$ cat src/rtl/bpu_sram_ctrl.sv
// Sequencer/arbiter for a single-port BPU table SRAM: clears the array after reset,
// then serves predictor reads with priority over a one-entry buffered update write.
module bpu_sram_ctrl #(
    parameter int SETS       = 512,
    parameter int ADDR_W     = 9,
    parameter int WAYS       = 4,
    parameter int WAY_W      = 80,
    parameter int STARVE_MAX = 4
) (
    input  logic                    clock,
    input  logic                    reset,
    input  logic                    r_req_valid,
    output logic                    r_req_ready,
    input  logic [ADDR_W-1:0]       r_req_setIdx,
    output logic                    r_resp_valid,
    output logic [WAYS*WAY_W-1:0]   r_resp_data,
    input  logic                    w_req_valid,
    output logic                    w_req_ready,
    input  logic [ADDR_W-1:0]       w_req_setIdx,
    input  logic [WAYS*WAY_W-1:0]   w_req_data,
    input  logic [WAYS-1:0]         w_req_mask,
    output logic                    init_done,
    output logic                    sram_addr_unused_guard,
    output logic [ADDR_W-1:0]       sram_addr,
    output logic                    sram_en,
    output logic                    sram_wmode,
    output logic [WAYS-1:0]         sram_wmask,
    output logic [WAYS*WAY_W-1:0]   sram_wdata,
    input  logic [WAYS*WAY_W-1:0]   sram_rdata,
    output logic                    dbg_state
);
    localparam int DATA_W = WAYS * WAY_W;
    localparam int CNT_W  = $clog2(STARVE_MAX + 1);
    localparam logic [ADDR_W-1:0] LAST_IDX  = ADDR_W'(SETS - 1);
    localparam logic [CNT_W-1:0]  STARVE_LIM = CNT_W'(STARVE_MAX);

    typedef enum logic {ST_INIT = 1'b0, ST_RUN = 1'b1} state_t;

    state_t              state;
    logic [ADDR_W-1:0]   idx;
    logic                wb_valid;
    logic [ADDR_W-1:0]   wb_setIdx;
    logic [DATA_W-1:0]   wb_data;
    logic [WAYS-1:0]     wb_mask;
    logic [CNT_W-1:0]    starve_cnt;
    logic                resp_q;

    logic run, sweep, forced_w, hazard, drain_now, read_go, w_acc;

    // Handshakes: a transfer happens in a cycle where valid && ready are both high;
    // ready never depends on anything but state and the current request fields.
    assign run       = (state == ST_RUN) && !reset;
    assign sweep     = (state == ST_INIT) && !reset;
    assign forced_w  = wb_valid && (starve_cnt == STARVE_LIM);
    assign hazard    = r_req_valid && wb_valid && (r_req_setIdx == wb_setIdx);
    assign drain_now = run && wb_valid && (forced_w || hazard || !r_req_valid);
    assign read_go   = run && r_req_valid && !forced_w && !hazard;
    assign w_acc     = w_req_valid && w_req_ready;

    assign r_req_ready  = run && !forced_w && !hazard;
    assign w_req_ready  = run && (!wb_valid || drain_now);
    assign r_resp_valid = resp_q && !reset;
    assign r_resp_data  = sram_rdata;
    assign init_done    = run;
    assign dbg_state    = state;
    assign sram_addr_unused_guard = 1'b0;

    // One SRAM access per cycle; idle fields are driven to zero.
    always_comb begin
        sram_en    = 1'b0;
        sram_wmode = 1'b0;
        sram_addr  = '0;
        sram_wmask = '0;
        sram_wdata = '0;
        if (sweep) begin
            sram_en    = 1'b1;
            sram_wmode = 1'b1;
            sram_addr  = idx;
            sram_wmask = '1;
        end else if (drain_now) begin
            sram_en    = 1'b1;
            sram_wmode = 1'b1;
            sram_addr  = wb_setIdx;
            sram_wmask = wb_mask;
            sram_wdata = wb_data;
        end else if (read_go) begin
            sram_en    = 1'b1;
            sram_addr  = r_req_setIdx;
        end
    end

    always_ff @(posedge clock) begin
        if (reset) begin
            state      <= ST_INIT;
            idx        <= '0;
            wb_valid   <= 1'b0;
            wb_setIdx  <= '0;
            wb_data    <= '0;
            wb_mask    <= '0;
            starve_cnt <= '0;
            resp_q     <= 1'b0;
        end else begin
            resp_q <= read_go;
            case (state)
                ST_INIT: begin
                    // Hold idx at the last set so the sweep cannot restart.
                    if (idx == LAST_IDX) state <= ST_RUN;
                    else                 idx   <= idx + 1'b1;
                end
                ST_RUN: begin
                    if (w_acc) begin
                        wb_valid  <= 1'b1;
                        wb_setIdx <= w_req_setIdx;
                        wb_data   <= w_req_data;
                        wb_mask   <= w_req_mask;
                    end else if (drain_now) begin
                        wb_valid  <= 1'b0;
                    end
                    if (!wb_valid || drain_now)      starve_cnt <= '0;
                    else if (starve_cnt != STARVE_LIM) starve_cnt <= starve_cnt + 1'b1;
                end
                default: state <= ST_INIT;
            endcase
        end
    end
endmodule

$ cat config.mk
export PLATFORM = sky130hd
export DESIGN_NAME = bpu_sram_ctrl
export DESIGN_NICKNAME = d
export VERILOG_FILES = /design/src/rtl/bpu_sram_ctrl.sv
export SDC_FILE = /design/constraint.sdc
export NUM_CORES = 1
export LEC_CHECK = 0
export ABC_AREA = 1
export CAP_MARGIN = 25
export CORE_AREA = 2 2 516 518
export DETAILED_ROUTE_END_ITERATION = 8
export DIE_AREA = 0 0 518 520
export GPL_TIMING_DRIVEN = 0
export SLEW_MARGIN = 20
export SYNTH_ARGS = -nofsm -noshare
export SYNTH_HDL_FRONTEND = slang
export SYNTH_SLANG_ARGS = --single-unit
$ cat constraint.sdc
create_clock -name clock -period 2.7 [get_ports clock]
set_input_delay 0.54 -clock clock [delete_from_list [all_inputs] [get_ports clock]]
set_output_delay 0.54 -clock clock [all_outputs]
set_load 0.03 [all_outputs]
==> impl_metrics.ini <==
[yosys]
synth_area_sq_mm = 0.0176
synth_fp_nets = 3299
yosysSeqAreaShare = 0.396
synth_seq_cells = 348
synthCells = 2629
synth_cell_types = 27
postSynthAreaPerCell_sq_um = 6.69
ys_warn_count = 0

[floorplan]
die_area_sq_mm = 0.269
die_w_um = 518
die_h_um = 520
pin_count = 1327
design.core.area_sq_mm = 0.264
rows = 189
start_util = 0.0666

[timing]
skew_ps = 24.2
timing.final.setup_violations = 542
rsz0062_at_grt = yes
final_hold_viol_count = 0
period_share = 1.28
tightest_slew_ps = 949
drv_slew = 0
fin_crit_ps = 3470
max_freq_ghz = 0.289
relSlewSlack = 0.367
setup_slack_ps = -766

[flow_run]
max_cap_violations = 0

[drt]
vias = 21568
post_drt_wl_per_cell_um = 23.0
viasPerCell = 2.90
drt-total-wl_mm = 171
drc = 0
detail-route-antenna-nets = 0
drt_iter0_drc = 1208
drtPass1Iterations = 5

[place]
routabilityCongestion = 0.934
dpl.hpwl_mm = 147
pre_cts_ws_ps = -2650
numPortBuffers = 1005
place_area_sq_mm = 0.0321

[clock_network]
path_clk_slew_ps = 60
cts_buffers = 48
cts_hold_buf = 0
clock-sinks = 348
htree_levels = 2
clk_latency_ps = 660
clockBufferDepth = 3
cts_root_buf = clkbuf_16
tritoncts = built

[worst_setup_path]
cp_max_fo = 8
required_ps = 2160
setup.worst_path.start_class = primary input
critical_path.max_stage_delay_ps = 480
path_class = in2out
crit_top_cell = nand2_1
crit_arrival_ps = 2930
worstPathCellList = clkdlybuf4s50_1, inv_1, nand2_1, nand2_1, nor2_2, nand2_1, nor2_2, nand2_2, nand3_4, nand2_8, buf_12, clkbuf_16, buf_16, clkbuf_16, buf_4, nor2_4, buf_6
crit_slowest_cell = clkdlybuf4s50_1
end_kind = output port

[global_route]
grt_max_degree = 13
antenna_found_initial = 116
grt_pass1_wl_mm = 212
grt.total_usage = 0.121
grt_pass1_vias = 21041
grt-ovfl-total = 0

[power_and_ir_drop]
ir_worst_vdd_mv = 0.451
switching_share = 0.273
p_int_mw = 10.6
power.share.clock = 0.486
powerDensity_mw_per_mm2 = 363
power_switching_mw = 3.97
leakagePower_nw = 13.8
combPwrFrac = 0.161
pwr-share-seq = 0.353

[final_layout]
areaGrowthSynthToFinish_pct = 128
seq_area_sq_mm = 0.00698
layout-drive-gt1-share = 0.349
fin_nets = 4510
final_common_cell = nor2_1
multi_input_area_sq_mm = 0.00849
stdcell_area_sq_mm = 0.0401
layout_common_cells = 695 x nor2_1, 663 x clkdlybuf4s50_1, 369 x buf_4
fillers = 30028

[run_status]
status = finished with violations
violations = setup timing

[min_path]
hp-class = in2reg
[layer usage]
metal  track usage  share of wire
met2         0.189           0.44
met5             0         0.0016
met4        0.0576          0.054
met1         0.136           0.38
met3        0.0591           0.12
[worst paths after layout]
| kind | from | end | slack [ps] | depth (start not counted) |
|---|---|---|---|---|
| setup / recovery | r_req_setIdx[8] | sram_wdata[137] | -770 | 17 |
| hold reg to reg | wb_data[264]$_SDFFE_PP0P_ | wb_data[264]$_SDFFE_PP0P_ | 480 | 2 |
| setup reg to reg | wb_setIdx[2]$_SDFFE_PP0P_ | wb_data[73]$_SDFFE_PP0P_ | -380 | 18 |
| hold / removal | r_req_valid | resp_q$_SDFF_PP0_ | 440 | 3 |
[stage by stage]
stage | setup TNS (ps) | power, mW | hold WS [ps] | utilization | std cells
2_1_floorplan | 0 | 6.34 | 454 | - | 2629
3_3_place_gp | -1339490 | 7.57 | 464 | 0.122 | 7167
3_5_place_dp | -1098270 | 7.58 | 471 | 0.122 | 7171
4_1_cts | -230850 | 14.8 | 428 | 0.144 | 7354
5_1_grt | -277730 | 15.0 | 434 | 0.152 | 7435
6_report | -218180 | 14.6 | 440 | 0.152 | 7447
[power groups by stage]
stage                     registers (mW)  logic [mW]  clock network (mW)
after global placement              5.26        2.32                   0
after CTS                           5.14        2.33                7.29
final                               5.14        2.34                7.08
after floorplan                     5.25        1.09                   0
after global routing                5.14        2.43                7.44
after detailed placement            5.26        2.32                   0
[synth_stat cells (all sizes together)]
cell type	n	area, sq um
nand3	9	55.1
nand4	3	18.8
nor3	3	15.0
nor2	1011	3800
dfxtp	348	6970
nand2	64	245
a21oi	8	40.0
o211ai	7	52.6
buf	371	2870
conb	1	3.75
xor2	3	26.3
ha	4	50.1
inv	356	1340
clkbuf	98	368
or2	1	6.26
xnor2	2	17.5
o21ai	340	1700
[worst max-delay path: cells and delay by family]
family        cells  cell delay [ps]
simple gates      9              780
buf+inv           8             1530
[cells by family after synthesis]
logic type,Yosys count,synth area share
xor+xnor,5,0.00249
simple gates,1091,0.235
other cells,1,0.000213
fa+ha+maj,4,0.00285
compound gates,355,0.102
flops,348,0.396
buf+inv,825,0.261
[repair_timing]
action,4_1_cts,5_1_grt
resized for setup,2862,567
cloned,23,4
pin swaps,21,72
buffers inserted,74,77
setup endpoints to repair,675,672
[flip-flops by register name, summed over array words and instances (netlist names)]
register	flops
wb_data	320
dbg_state	1
resp_q	1
idx	9
wb_setIdx	9
wb_valid	1
wb_mask	4
starve_cnt	3
[layout make-up]
type,count,share of cell area
clock inverters,25,0.00807
multi-input cells,1456,0.211
repair inverters,1,0.000280
clock buffers,64,0.0350
flip-flops and latches,348,0.174
inverters,356,0.0341
well taps,3533,0.110
diodes,35,0.00218
repair buffers,1172,0.331
plain buffers,457,0.0943
Note: power is estimated with default switching activity, not from simulation.
